==> src/rtl/cpu_ctrl_pkg.sv <==
// ---------------------------------------------------------------------------
// cpu_ctrl_pkg
// Shared definitions for the CPU run/step controller:
//   run_state_t              - HALT / RUN / STEP controller states
//   DEBOUNCE_CYCLES_DEFAULT  - button debounce window (10 ms at 27 MHz)
// ---------------------------------------------------------------------------
package cpu_ctrl_pkg;

  typedef enum logic [1:0] {
    HALT = 2'd0,
    RUN  = 2'd1,
    STEP = 2'd2
  } run_state_t;

  localparam int DEBOUNCE_CYCLES_DEFAULT = 270000;

endpackage

==> src/rtl/button_debouncer.sv <==
// ---------------------------------------------------------------------------
// button_debouncer
// Synchronizes an asynchronous active-low push button into clk_in, debounces
// it and emits a single-cycle pulse when a press (released -> pressed) is
// accepted. Releases produce no pulse.
//
// Parameters:
//   DEBOUNCE_CYCLES  stable cycles needed before a pin change is accepted
// Ports:
//   clk_in  in   system clock
//   rst_n   in   asynchronous active-low reset
//   btn_n   in   raw button pin, active-low, asynchronous
//   press   out  one-cycle registered pulse on an accepted press
// ---------------------------------------------------------------------------
module button_debouncer
  import cpu_ctrl_pkg::*;
#(
  parameter int DEBOUNCE_CYCLES = DEBOUNCE_CYCLES_DEFAULT
) (
  input  logic clk_in,
  input  logic rst_n,
  input  logic btn_n,
  output logic press
);

  localparam int CW = (DEBOUNCE_CYCLES > 1) ? $clog2(DEBOUNCE_CYCLES) : 1;
  localparam logic [CW-1:0] CNT_LAST = CW'(DEBOUNCE_CYCLES - 1);

  logic          sync1_reg;
  logic          sync2_reg;
  logic          stable_reg;   // accepted (debounced) pin level
  logic          press_reg;
  logic [CW-1:0] cnt_reg;

  logic differ;
  logic accept;

  assign differ = (sync2_reg != stable_reg);
  // The counter only climbs while the pin disagrees with the accepted level,
  // so reaching the last count means it has been stable for the full window.
  assign accept = differ && (cnt_reg == CNT_LAST);

  always_ff @(posedge clk_in or negedge rst_n) begin
    if (!rst_n) begin
      sync1_reg  <= 1'b1;
      sync2_reg  <= 1'b1;
      stable_reg <= 1'b1;
      press_reg  <= 1'b0;
      cnt_reg    <= '0;
    end else begin
      sync1_reg <= btn_n;
      sync2_reg <= sync1_reg;
      if (!differ) begin
        cnt_reg <= '0;
      end else if (accept) begin
        stable_reg <= sync2_reg;
        cnt_reg    <= '0;
      end else begin
        cnt_reg <= cnt_reg + CW'(1);
      end
      // Only the 1 -> 0 (press) transition is an event.
      press_reg <= accept & ~sync2_reg;
    end
  end

  assign press = press_reg;

endmodule

==> src/rtl/cpu_run_ctrl.sv <==
// ---------------------------------------------------------------------------
// cpu_run_ctrl
// Run/step controller for the 6502 core. Converts rising edges of the divided
// clock into one-cycle cpu_en pulses, gated by a HALT/RUN/STEP state machine
// driven by two debounced buttons and the core's halt request.
//
// Build option: define CPU_RUN_CTRL_CYCLE_COUNT_EN to build the cpu_en pulse
// counter; without it cycle_count is tied to zero.
//
// Parameters:
//   DEBOUNCE_CYCLES  button debounce window in clk_in cycles
//   CNT_W            width of cycle_count
// Ports:
//   clk_in       in   system clock
//   rst_n        in   asynchronous active-low reset
//   div_clk      in   divided clock, synchronous to clk_in
//   btn_run_n    in   run/halt toggle button, active-low, asynchronous
//   btn_step_n   in   single-step button, active-low, asynchronous
//   halt_req     in   level halt request from the core
//   cpu_en       out  one-cycle CPU clock enable
//   running      out  high while in RUN
//   cycle_count  out  number of cpu_en pulses issued (wraps)
// ---------------------------------------------------------------------------
module cpu_run_ctrl
  import cpu_ctrl_pkg::*;
#(
  parameter int DEBOUNCE_CYCLES = DEBOUNCE_CYCLES_DEFAULT,
  parameter int CNT_W           = 16
) (
  input  logic             clk_in,
  input  logic             rst_n,
  input  logic             div_clk,
  input  logic             btn_run_n,
  input  logic             btn_step_n,
  input  logic             halt_req,
  output logic             cpu_en,
  output logic             running,
  output logic [CNT_W-1:0] cycle_count
);

  // ---- Button paths: index 0 = run, index 1 = step ----
  logic [1:0] btn_n_w;
  logic [1:0] press_w;

  assign btn_n_w = {btn_step_n, btn_run_n};

  for (genvar gi = 0; gi < 2; gi++) begin : g_btn
    button_debouncer #(
      .DEBOUNCE_CYCLES(DEBOUNCE_CYCLES)
    ) u_debouncer (
      .clk_in(clk_in),
      .rst_n (rst_n),
      .btn_n (btn_n_w[gi]),
      .press (press_w[gi])
    );
  end

  logic run_press;
  logic step_press;

  assign run_press  = press_w[0];
  assign step_press = press_w[1];

  // ---- div_clk rising-edge detect ----
  logic div_clk_q_reg;
  logic div_edge;

  assign div_edge = div_clk & ~div_clk_q_reg;

  // ---- State machine ----
  run_state_t state_reg;
  run_state_t state_next;
  logic       cpu_en_reg;
  logic       cpu_en_next;
  logic       running_reg;

  always_ff @(posedge clk_in or negedge rst_n) begin
    if (!rst_n) begin
      state_reg     <= HALT;
      div_clk_q_reg <= 1'b0;
      cpu_en_reg    <= 1'b0;
      running_reg   <= 1'b0;
    end else begin
      state_reg     <= state_next;
      div_clk_q_reg <= div_clk;
      cpu_en_reg    <= cpu_en_next;
      // Registered from the next state so running tracks state_reg exactly.
      running_reg   <= (state_next == RUN);
    end
  end

  always_comb begin
    state_next  = state_reg;
    cpu_en_next = 1'b0;
    case (state_reg)
      HALT: begin
        // Run wins over step only when the core is not requesting a halt.
        if (run_press && !halt_req) begin
          state_next = RUN;
        end else if (step_press) begin
          state_next = STEP;
        end
      end
      RUN: begin
        // halt_req suppresses a coincident edge: no pulse in that cycle.
        if (halt_req || run_press) begin
          state_next = HALT;
        end else if (div_edge) begin
          cpu_en_next = 1'b1;
        end
      end
      STEP: begin
        if (div_edge) begin
          cpu_en_next = 1'b1;
          state_next  = HALT;
        end
      end
      default: begin
        state_next = HALT;
      end
    endcase
  end

  assign cpu_en  = cpu_en_reg;
  assign running = running_reg;

  // ---- Pulse counter ----
`ifdef CPU_RUN_CTRL_CYCLE_COUNT_EN
  logic [CNT_W-1:0] count_reg;

  always_ff @(posedge clk_in or negedge rst_n) begin
    if (!rst_n) begin
      count_reg <= '0;
    end else if (cpu_en_reg) begin
      count_reg <= count_reg + CNT_W'(1);
    end
  end

  assign cycle_count = count_reg;
`else
  assign cycle_count = '0;
`endif

endmodule

==> config.mk <==
export PLATFORM = sky130hd
export DESIGN_NAME = cpu_run_ctrl
export DESIGN_NICKNAME = d
export VERILOG_FILES = /design/src/rtl/cpu_ctrl_pkg.sv /design/src/rtl/button_debouncer.sv /design/src/rtl/cpu_run_ctrl.sv
export SDC_FILE = /design/constraint.sdc
export NUM_CORES = 1
export LEC_CHECK = 0
export BUFFER_PORTS_ARGS = -buffer_cell sky130_fd_sc_hd__buf_2
export CELL_PAD_IN_SITES_DETAIL_PLACEMENT = 1
export CELL_PAD_IN_SITES_GLOBAL_PLACEMENT = 1
export CORE_MARGIN = 3
export CORE_UTILIZATION = 35
export DETAILED_ROUTE_END_ITERATION = 8
export HOLD_SLACK_MARGIN = 0.05
export PLACE_DENSITY_LB_ADDON = 0.12
export SYNTH_ARGS = -nofsm -noshare
export SYNTH_HDL_FRONTEND = slang
export SYNTH_SLANG_ARGS = --single-unit
export TNS_END_PERCENT = 20
==> constraint.sdc <==
create_clock -name clk_in -period 1.78 [get_ports clk_in]
set_input_delay 0.267 -clock clk_in [delete_from_list [all_inputs] [get_ports clk_in]]
set_output_delay 0.267 -clock clk_in [all_outputs]
set_load 0.03 [all_outputs]
; ---- Word level (Yosys, flattened, before mapping)
; Index checks and enable logic that the tools add are counted.
[totals]
ff_bits = 51
input_bits = 6
out_inout_bits = 18
word_cells = 49
[classes]
n_addsub = 2
n_eq_ne = 7
mux = 12
bitwise_logic = 6
n_reduce_logical = 8
[op_table]
columns = operator, n
row1 = 19-bit two-way mux, 4
row2 = "19-bit by 1-bit adder with 19-bit output, second input constant", 2
row3 = "19-bit == test, second input constant", 2
row4 = 2-bit two-way mux, 4
row5 = 2-bit case mux with 3 select lines, 1
row6 = "2-bit by 1-bit == test with 1-bit output, second input constant", 2
row7 = 2-bit AND reduction, 2
row8 = 1-bit AND, 3
row9 = 1-bit logical AND, 3
row10 = 1-bit inverter, 3
row11 = "2-bit == test, second input constant", 1
row12 = 2-bit logical NOT, 1
row13 = 1-bit two-way mux, 2
row14 = 1-bit != test, 2
row15 = 1-bit case mux with 2 select lines, 1
row16 = 1-bit logical NOT, 1
row17 = 1-bit logical OR, 1

; ---- Depth between registers and ports, before layout
; Gate-level depths: netlist of run 1.
[depth]
word_depth = 5
mapped_depth = 7
depth_no_buf = 6

; ---- Modules after synthesis
; A second synthesis of run 1 with hierarchy kept.
[hier_totals]
cells_unflattened = 256
hier_area_um2 = 2732.6
[modules_own_cells]
columns = module, instances, cells_per_inst, area_per_inst_um2
row1 = button_debouncer, 2, 107, 1164.9
row2 = cpu_run_ctrl, 1, 42, 402.9

; ---- Worst setup path before layout of run 1
; OpenSTA, ideal clock, no wires.
[synth_path]
path_kind = reg2reg
startpoint = reg g_btn[1].u_debouncer.cnt_reg[0]
endpoint = reg g_btn[1].u_debouncer.cnt_reg[14]
setup_time_ns = 0.119
arrival_time_ns = 1.709
setup_slack_ns = -0.048
path_stages_with_launch = 8
path_buffers = 2
cell_sequence = dfrtp_1 > ha_1 > and3_1 > clkbuf_1 > nand2_1 > o31ai_2 > buf_4 > nor2_1
[synth_via]
elab_chain_len = 4
word_cells_on_any_way = 5
cone_classes = 1 x add/sub / 1 x eq/ne / 2 x mux / 1 x reduce/logical
[synth_rtl]
columns = element, line_no
row1 = start: declaration, button_debouncer.sv:33  ; logic [CW-1:0] cnt_reg;
row2 = start signal: assignment, button_debouncer.sv:59  ; cnt_reg <= cnt_reg + CW'(1);
row3 = "parallel branches: the longest is 2 deep, another holds 19-bit by 1-bit adder with 19-bit output", n/a
row4 = 19-bit two-way mux *, button_debouncer.sv:55  ; end else if (accept) begin
row5 = 19-bit two-way mux *, button_debouncer.sv:53  ; if (!differ) begin
; Mark *: on every way between the ends.
; A chain may end at the register's enable or synchronous reset.

; ---- Worst setup path after layout of run 1
[layout_path]
startpoint = reg g_btn[0].u_debouncer.cnt_reg[13]
endpoint = reg g_btn[0].u_debouncer.cnt_reg[14]
[layout_via]
elab_chain_len = 4
word_cells_on_any_way = 5
cone_classes = 1 x add/sub / 1 x eq/ne / 2 x mux / 1 x reduce/logical
[layout_rtl]
columns = element, line_no
row1 = start: declaration, button_debouncer.sv:33
row2 = start signal: assignment, button_debouncer.sv:59
row3 = "parallel branches: the longest is 2 deep, another holds 19-bit by 1-bit adder with 19-bit output", n/a
row4 = 19-bit two-way mux *, button_debouncer.sv:55
row5 = 19-bit two-way mux *, button_debouncer.sv:53
; Marked as above.

==> results.cfg, run 1 <==
[layout]
drive_above_1_share_pct = 24.5
fin_area_um2 = 3120
largest_register_ffs = 38
antenna_cells = 0
syn_to_final_growth_pct = 17.8
fin_nets = 309

[route]
avgRoutedWirePerCell_um = 13.8
wl_met1_um = 2630
wl_um = 5490
wl_met3_um = 140
wl_met2_um = 2670
drc_errors = 0
routed.top_layer = met4
drtAntennaViolNets = 0
dr.pass1.iters = 4
vias = 1943
viasPerCell = 4.89
dr.first_iter.drc_count = 51

[grt]
grt_usage_pct = 13.9
grt_max_degree = 22
grt_pass1_wl_um = 9540
antenna_found_initial = 0
first_global_vias = 1944
grt_overflow_total = 0

[synthesis]
synth-seq-area-share_pct = 48.4
synth_seq_cells = 51
synth_top_family_by_area = simple AND/OR/NAND/NOR gates
synth_area_leader_cell = dfrtp_1
synthSimpleGateAreaFrac_pct = 24.9
synth-compound-area-share_pct = 5.57
synth_xor_area_share_pct = 9.91
synth_area_leaders = dfrtp_1 (42%), dfstp_2 (5.9%), nor2_1 (5.2%), buf_4 (5.1%), xnor2_1 (5.0%)
yosys_most_used_dff = dfrtp_1
netlist.area_leader.share_pct = 42.5
synth_cell_type_count = 47
yosys-mux-area-fraction_pct = 0.991
async_reset_ff_share_pct = 100
synth_edf_count = 0
synthAdderAreaFrac_pct = 2.83
yosys_warnings = 0
netlist_area_um2 = 2650
postSynthAreaPerCell_um2 = 10.3
syn_inst = 257

[setup_path]
cp-endpoint = g_btn[0].u_debouncer.cnt_reg[14]
cp-end-kind = flop
cp_slowest_stage_delay_ns = 0.41
slowest_stage = dfrtp_1
worst-setup-path-type = flop to flop
crit_top_cell = buf_4
startpoint = g_btn[0].u_debouncer.cnt_reg[13]
reg2reg_depth = 6
cpLargestDelayFamily = simple AND/OR/NAND/NOR gates
cp.arrival_ns = 1.96
timing.rr.start = g_btn[0].u_debouncer.cnt_reg[13]
ff2ff_setup_slack_ns = 0.03
path_cells = nor4_2 > nand4_1 > buf_4 > o41ai_4 > buf_4 > nor2_1
crit_fanout = 6
path_buf_inv = 2
r2r-end = g_btn[0].u_debouncer.cnt_reg[14]
cp.depth = 6
worstPathRequired_ns = 1.99
worstSetupStartpointType = flop

[power]
internal_power_w = 0.00153
peakVddDrop_mv = 0.315
power_switching_w = 0.000573
p_total_w = 0.00210
seqPwrFrac_pct = 57.2
swShare_pct = 27.3
clkPwrFrac_pct = 34.8
p_leak_nw = 1.34
powerDensity_nw_per_um2 = 672
power_frac_comb_pct = 8.0

[clock_tree]
h-tree-depth = 2
clock_sinks = 51
path_clk_slew_ns = 0.10
clock_path_buffers = 2
cts_buffers = 5
clock_latency_ns = 0.31
tritoncts = yes
cts_root_buf = clkbuf_8

[floorplan]
die-area_um2 = 8660
boundaryPins = 24
die_w_um = 93.1
core_area_um2 = 7290
start_util_pct = 36.4
rows = 31
die_y_um = 93.1

[worst_hold_path]
min_path_type = input port to flop

[timing]
period_needed_ns = 1.75
final-setup-viol-count = 0
fin_ws_ns = 0.0328
fin_skew_ns = 0.00770
rsz0062_at_grt = yes
fmaxAchievable_mhz = 572
hold_viol = 0
finalCritPeriodShare_pct = 98.2
slew_violations = 0

[place]
dpl.hpwl_um = 4130
io_buffers = 7
gp_congestion = 0.733
postPlaceCellArea_um2 = 2930
pre_cts_ws_ns = -0.0370

[run_status]
outcome = complete, no violations

[run]
max_cap_violations = 0
power by group through the flow:
| stage | registers (W) | logic (W) | clock network (W) |
|---|---|---|---|
| floorplan | 0.00122 | 0.000133 | 0 |
| global placement | 0.00122 | 0.000161 | 0 |
| detailed placement | 0.00122 | 0.000161 | 0 |
| CTS | 0.00120 | 0.000167 | 0.000756 |
| global route | 0.00121 | 0.000190 | 0.000825 |
| finish | 0.00120 | 0.000168 | 0.000730 |
worst reg2reg max path, cell delays in order, from the launching register on:
cell and delay, ns:
dfrtp_1 0.41, nor4_2 0.27, nand4_1 0.16, buf_4 0.18, o41ai_4 0.36, buf_4 0.22, nor2_1 0.05
cell type report:
type | instances | area, um2
Tap cell | 99 | 124
Fill cell | 866 | 4170
Inverter | 7 | 26.3
Timing Repair Buffer | 42 | 313
Sequential cell | 51 | 1280
Clock inverter | 3 | 28.8
Multi-Input combinational cell | 190 | 1280
Clock buffer | 5 | 68.8
kinds of logic (layout without fill, tap and decap cells):
| family | count (synthesis) | after routing |
|---|---|---|
| AO/OA/AOI/OAI | 19 | 19 |
| multiplexers | 2 | 2 |
| XOR/XNOR | 30 | 30 |
| flip-flops | 51 | 51 |
| buffers and inverters | 31 | 57 |
| AND/OR/NAND/NOR | 117 | 117 |
| adder cells (fa/ha/maj) | 6 | 6 |
| other | 1 | 16 |
cell usage after synthesis (3+ instances only):
library cell,instances
a21oi_1,6
o21ai_0,4
or3_1,4
and3_1,3
inv_1,7
dfrtp_1,45
dfstp_2,6
and4_1,5
xnor2_1,15
buf_4,18
o31ai_1,3
nand2_1,12
nor2_1,37
nand3_1,14
nor3_1,5
ha_1,6
nor3b_1,3
nor4_1,5
xor2_1,15
nand4_1,11
clkbuf_1,4
placed cells by master (no fill, tap or decap), types with 5 or more instances in the layout:
| cell | instances |
|---|---|
| dfstp_2 | 6 |
| dfrtp_1 | 44 |
| a21oi_1 | 6 |
| nand4_1 | 11 |
| clkbuf_8 | 5 |
| conb_1 | 16 |
| nor4_1 | 5 |
| buf_4 | 30 |
| xor2_1 | 15 |
| and4_1 | 5 |
| buf_2 | 7 |
| nor2_1 | 35 |
| ha_1 | 6 |
| inv_1 | 7 |
| xnor2_1 | 15 |
| nand2_1 | 12 |
| nand3_1 | 14 |
per-stage QoR:
stage / hold slack (ns) / util, % / TNS [ns] / cells
after floorplan: -0.0286 / - / -0.0347 / 272
after global placement: 0.241 / 40.2 / -0.0129 / 383
after detailed placement: 0.239 / 40.2 / -0.0370 / 383
after CTS: 0.0690 / 42.0 / -0.00544 / 395
after global routing: 0.0575 / 42.8 / -1.05 / 397
final: 0.0779 / 42.8 / 0 / 397
metal layers:
metal	up-vias	track usage, %
met2	22	21.8
met3	4	2.90
met5	-	0
met1	985	19.7
met4	0	3.66
li1	932	-
worst min-delay path by stage:
| stage | start | end | slack [ns] | cells past startpoint |
|---|---|---|---|---|
| floorplan | rst_n | cpu_en | -0.03 | 0 |
| detailed placement | rst_n | cpu_en | 0.24 | 1 |
| global route | div_clk | div_clk_q_reg | 0.06 | 1 |
| CTS | div_clk | div_clk_q_reg | 0.07 | 1 |
| finish | div_clk | div_clk_q_reg | 0.08 | 1 |
| global placement | rst_n | cpu_en | 0.24 | 1 |
timing repair:
item | 4_1_cts | 5_1_grt
gates cloned | 0 | 1
hold buffers | 3 | 0
gates resized for setup | 0 | 12
endpoints found under the hold margin | 19 | 0
pin swaps | 1 | 8
setup buffers | 1 | 1
endpoints found under the setup margin | 2 | 31
No activity file was read; power rests on OpenSTA's default activity.
==> run 2: changes to the inputs <==
==> constraint.sdc (replaced) <==
create_clock -name clk_in -period 1.7 [get_ports clk_in]
set_input_delay 0.255 -clock clk_in [delete_from_list [all_inputs] [get_ports clk_in]]
set_output_delay 0.255 -clock clk_in [all_outputs]
set_load 0.03 [all_outputs]
==> run 2 against run 1 <==
The flow now finishes with violations (negative setup slack). Critical path type unchanged. Total power up 5.1%. Clock power is 3.8% higher. Maximum frequency rose by 1.0%. Critical path depth shrank 2. Combinational power is 14% higher. Via count increased by 1.2%. Clock skew is 0.0057 ns higher. Worst setup slack worse by 0.062 ns. Die area is the same. Clock-buffer cell count increased by 1. Routed wire length grew 3.0%. Highest routed layer unchanged.
==> results.cfg, run 2 (synthesized netlist as in run 1, its figures left out) <==
[power]
p_leak_nw = 1.38
powerDensity_nw_per_um2 = 683
p_total_w = 0.00221
peakVddDrop_mv = 0.329

[setup_path]
cpLargestDelayFamily = simple AND/OR/NAND/NOR gates
worstSetupStartpointType = flop
crit_fanout = 3
path_buf_inv = 0
timing.rr.start = g_btn[0].u_debouncer.cnt_reg[13]
cp-endpoint = g_btn[0].u_debouncer.stable_reg
r2r-end = g_btn[0].u_debouncer.stable_reg
ff2ff_setup_slack_ns = -0.03
startpoint = g_btn[0].u_debouncer.cnt_reg[13]
path_cells = nor4_2 > nand4_1 > or4_4 > mux2_4
cp-end-kind = flop
worstPathRequired_ns = 1.95
slowest_stage = or4_4
cp_slowest_stage_delay_ns = 0.53
worst-setup-path-type = flop to flop
reg2reg_depth = 4
cp.depth = 4
cp.arrival_ns = 1.98

[clock_tree]
cts_buffers = 5
clock_sinks = 51
tritoncts = yes
h-tree-depth = 2
cts_root_buf = clkbuf_8
clock_latency_ns = 0.31
path_clk_slew_ns = 0.10
clock_path_buffers = 2

[route]
vias = 1966
wl_um = 5650
dr.pass1.iters = 4
avgRoutedWirePerCell_um = 14.0
dr.first_iter.drc_count = 46
viasPerCell = 4.87
drtAntennaViolNets = 0
drc_errors = 0

[floorplan]
rows = 31
boundaryPins = 24
start_util_pct = 36.4
die-area_um2 = 8660
die_y_um = 93.1
die_w_um = 93.1
core_area_um2 = 7290

[layout]
largest_register_ffs = 38
fill_cells = 851
final_common_cell = dfrtp_1
drive_above_1_share_pct = 28.5
multi_input_area_um2 = 1310
final_cell_mix = dfrtp_1 (42), buf_4 (35), nor2_1 (33)
fin_nets = 316
regArea_um2 = 1290
fin_cells = 404
syn_to_final_growth_pct = 21.8
antenna_cells = 0
fin_area_um2 = 3230

[timing]
period_needed_ns = 1.73
finalCritPeriodShare_pct = 102
hold_viol = 0
fin_skew_ns = 0.0134
rsz0062_at_grt = yes
fmaxAchievable_mhz = 578
final-setup-viol-count = 1
slew_violations = 0
fin_ws_ns = -0.0291
setup_tns_ns = -0.0291

[run]
max_cap_violations = 0

[place]
gp_congestion = 0.748
io_buffers = 7
dpl.hpwl_um = 4170
postPlaceCellArea_um2 = 3000
dp.cells = 388

[run_status]
violations = negative setup slack
outcome = finished, violations left

[grt]
grt_overflow_total = 0
grt_usage_pct = 13.7
first_global_vias = 1954
antenna_found_initial = 0
grt_pass1_wl_um = 9360
grt_max_degree = 27

[worst_hold_path]
hold_start = halt_req
min_path_type = input port to flop
==> run 2: changes by cell type in the layout (fill, tap and decap cells not counted), sizes merged <==
cell / change
clkinv: -1
dlygate4sd3: +1
clkbuf: +1
buf: +6
clkinvlp: +1
inv: -1
==> run 2: layout make-up <==
| cell class | count | share of cell area [%] |
|---|---|---|
| clock buffer | 6 | 2.56 |
| clock inverter | 2 | 0.503 |
| inverter | 7 | 0.813 |
| multi-input combinational | 190 | 40.4 |
| sequential | 51 | 39.9 |
| tap | 99 | 3.83 |
| timing repair buffer | 49 | 12.0 |
==> run 2: worst register-to-register path: cells and delay by family, from the launching register on <==
kind	cells	cell delay [ns]
multiplexers	1	0.31
AND/OR/NAND/NOR	3	0.95
flip-flops	1	0.41
==> run 2: metal layers <==
metal | GRT usage [%] | part of all wire [%]
met4 | 4.15 | 0.58
met5 | 0 | 0
met2 | 22.5 | 49
met1 | 18.1 | 48
met3 | 2.98 | 2.7
==> run 2: power breakdown <==
group | total, W | switching (W) | leakage [nW] | internal, W
registers | 0.00126 | 0.0000179 | 0.679 | 0.00124
clock network | 0.000758 | 0.000424 | 0.0474 | 0.000333
logic | 0.000191 | 0.000127 | 0.658 | 0.0000647
total | 0.00221 | 0.000569 | 1.38 | 0.00164
==> run 2: per-stage QoR <==
stage | worst slack (ns) | utilization, % | hold slack [ns]
detailed placement | -0.0743 | 41.1 | 0.204
finish | -0.0291 | 44.3 | 0.270
CTS | -0.0237 | 43.2 | 0.0542
global placement | -0.0626 | 41.1 | 0.205
global route | -0.0868 | 44.3 | 0.284
floorplan | -0.0360 | - | -0.0406
==> run 2: repair_timing <==
action | in CTS | in global routing
cloned | 0 | 1
pin swaps | 1 | 7
hold buffers | 3 | 1
resized for setup | 4 | 14
setup endpoints to repair | 5 | 41
setup buffers | 1 | 2
hold endpoints to repair | 11 | 1
==> run 2: worst min path at each step <==
stage	endpoint	cells past startpoint	slack, ns
after floorplan	cpu_en	0	-0.04
final	cpu_en	4	0.27
after global routing	cpu_en	4	0.28
after global placement	g_btn[0].u_debouncer.cnt_reg[18]	1	0.21
after detailed placement	g_btn[0].u_debouncer.cnt_reg[18]	1	0.20
after CTS	div_clk_q_reg	1	0.05
==> run 3: changes to the inputs <==
--- a/config.mk
+++ b/config.mk
@@ -6,10 +6,8 @@
 export NUM_CORES = 1
 export LEC_CHECK = 0
 export BUFFER_PORTS_ARGS = -buffer_cell sky130_fd_sc_hd__buf_2
-export CELL_PAD_IN_SITES_DETAIL_PLACEMENT = 1
-export CELL_PAD_IN_SITES_GLOBAL_PLACEMENT = 1
 export CORE_MARGIN = 3
-export CORE_UTILIZATION = 35
+export CORE_UTILIZATION = 45
 export DETAILED_ROUTE_END_ITERATION = 8
 export HOLD_SLACK_MARGIN = 0.05
 export PLACE_DENSITY_LB_ADDON = 0.12
==> run 3 against run 2 <==
Clock-buffer cell count grew 1. Sequential share of layout area up 0.87 points. Via count fell by 2.5%. Critical path type unchanged. Cell count shrank 7.7%. Clock skew decreased by 0.0042 ns. Largest power group unchanged. Combinational power hardly changed. Worst setup slack improved by 0.017 ns. The flow still finishes with violations (negative setup slack).
==> results.cfg, run 3 (synthesized netlist as in run 1, its figures left out) <==
[route]
drtAntennaViolNets = 0
viasPerCell = 5.14
wl_um = 5060
dr.pass1.iters = 4
drc_errors = 0
avgRoutedWirePerCell_um = 13.6
dr.first_iter.drc_count = 102
vias = 1917

[setup_path]
worstPathRequired_ns = 1.94
path_cells = nor4_2 > nand4_1 > or4_4 > mux2_4
crit_fanout = 3
cp-end-kind = flop
timing.rr.start = g_btn[0].u_debouncer.cnt_reg[13]
worst-setup-path-type = flop to flop
cp.arrival_ns = 1.95
ff2ff_setup_slack_ns = -0.01
r2r-end = g_btn[0].u_debouncer.stable_reg
slowest_stage = or4_4
cp_slowest_stage_delay_ns = 0.52
worstSetupStartpointType = flop
reg2reg_depth = 4

[power]
p_leak_nw = 1.37
peakVddDrop_mv = 0.305
powerDensity_nw_per_um2 = 702
p_total_w = 0.00221

[timing]
fmaxAchievable_mhz = 584
final-setup-viol-count = 1
slew_violations = 0
period_needed_ns = 1.71
fin_ws_ns = -0.0120
hold_viol = 0
rsz0062_at_grt = yes
finalCritPeriodShare_pct = 101
fin_skew_ns = 0.00924

[worst_hold_path]
worst_hold_path.endpoint = div_clk_q_reg
hold_depth = 1
min_path_type = input port to flop
hold_start = div_clk

[layout]
fill_cells = 513
final_cell_mix = dfrtp_1 (44), nor2_1 (35), buf_4 (31)
final_common_cell = dfrtp_1
fin_nets = 312
antenna_cells = 0
largest_register_ffs = 38
fin_util_pct = 56.3
regArea_um2 = 1280
drive_above_1_share_pct = 26.6
fin_cells = 373
multi_input_area_um2 = 1290
syn_to_final_growth_pct = 19.0

[floorplan]
die_y_um = 82.8
rows = 27
core_area_um2 = 5610
boundaryPins = 24
die-area_um2 = 6850
start_util_pct = 47.3
die_w_um = 82.8

[place]
dp.cells = 360
gp_congestion = 0.767
io_buffers = 7
dpl.hpwl_um = 3650

[clock_tree]
cts_buffers = 5
clock_latency_ns = 0.30
tritoncts = yes
h-tree-depth = 2
clock_path_buffers = 2
cts_root_buf = clkbuf_8
path_clk_slew_ns = 0.09
clock_sinks = 51

[grt]
antenna_found_initial = 0
grt_overflow_total = 0
grt_pass1_wl_um = 8560
grt_usage_pct = 16.5
grt_max_degree = 38
first_global_vias = 1812

[run_status]
violations = negative setup slack
outcome = finished, violations left

[run]
max_cap_violations = 0
-- run 3: how the worst max path moves through the flow --
| stage | start | endpoint | depth (start not counted) |
|---|---|---|---|
| after floorplan | g_btn[0].u_debouncer.cnt_reg[13] | g_btn[0].u_debouncer.stable_reg | 4 |
| after global placement | g_btn[0].u_debouncer.cnt_reg[13] | g_btn[0].u_debouncer.stable_reg | 4 |
| after detailed placement | g_btn[0].u_debouncer.cnt_reg[13] | g_btn[0].u_debouncer.cnt_reg[9] | 6 |
| after CTS | g_btn[0].u_debouncer.cnt_reg[13] | g_btn[0].u_debouncer.stable_reg | 4 |
| after global routing | g_btn[0].u_debouncer.cnt_reg[13] | g_btn[0].u_debouncer.stable_reg | 4 |
| final | g_btn[0].u_debouncer.cnt_reg[13] | g_btn[0].u_debouncer.stable_reg | 4 |
-- run 3: critical path: cells and delay by family, from the launching register on --
kind,cells,cell delay [ns]
AND/OR/NAND/NOR,3,0.93
multiplexers,1,0.31
flip-flops,1,0.41
-- run 3: final cells by class --
type	instances	share of cell area (%)
multi-input combinational	190	40.9
tap	72	2.85
timing repair buffer	45	11.4
clock buffer	7	3.05
inverter	7	0.833
clock inverter	1	0.238
sequential	51	40.7
-- run 3: layer usage --
layer,vias up,track usage [%],share of wire (%)
met2,17,25.3,46
met5,-,0,0
li1,946,-,-
met1,949,23.1,50
met4,0,5.56,1.1
met3,5,3.67,2.6
-- run 3: timing repair --
item | CTS | global route
pin swaps | 3 | 6
endpoints found under the hold margin | 14 | 0
setup buffers | 0 | 2
cloned | 0 | 0
hold buffers | 3 | 0
resized for setup | 3 | 10
setup endpoints to repair | 13 | 41
-- run 3: per-stage QoR --
| step | TNS (ns) | setup WS [ns] | cell area [um2] | hold WS, ns |
|---|---|---|---|---|
| finish | -0.0120 | -0.0120 | 3160 | 0.0777 |
| global route | -0.301 | -0.0727 | 3160 | 0.0623 |
| CTS | -0.0180 | -0.0180 | 3100 | 0.0616 |
| detailed placement | -0.00212 | -0.00139 | 2950 | 0.204 |
| global placement | 0 | 0.0226 | 2950 | 0.188 |
| floorplan | -0.323 | -0.0360 | 2730 | -0.0406 |
-- run 3: power by group --
group / total (W) / switching [W] / internal (W)
registers: 0.00126 / 0.0000219 / 0.00124
logic: 0.000190 / 0.000125 / 0.0000656
clock network: 0.000764 / 0.000393 / 0.000371
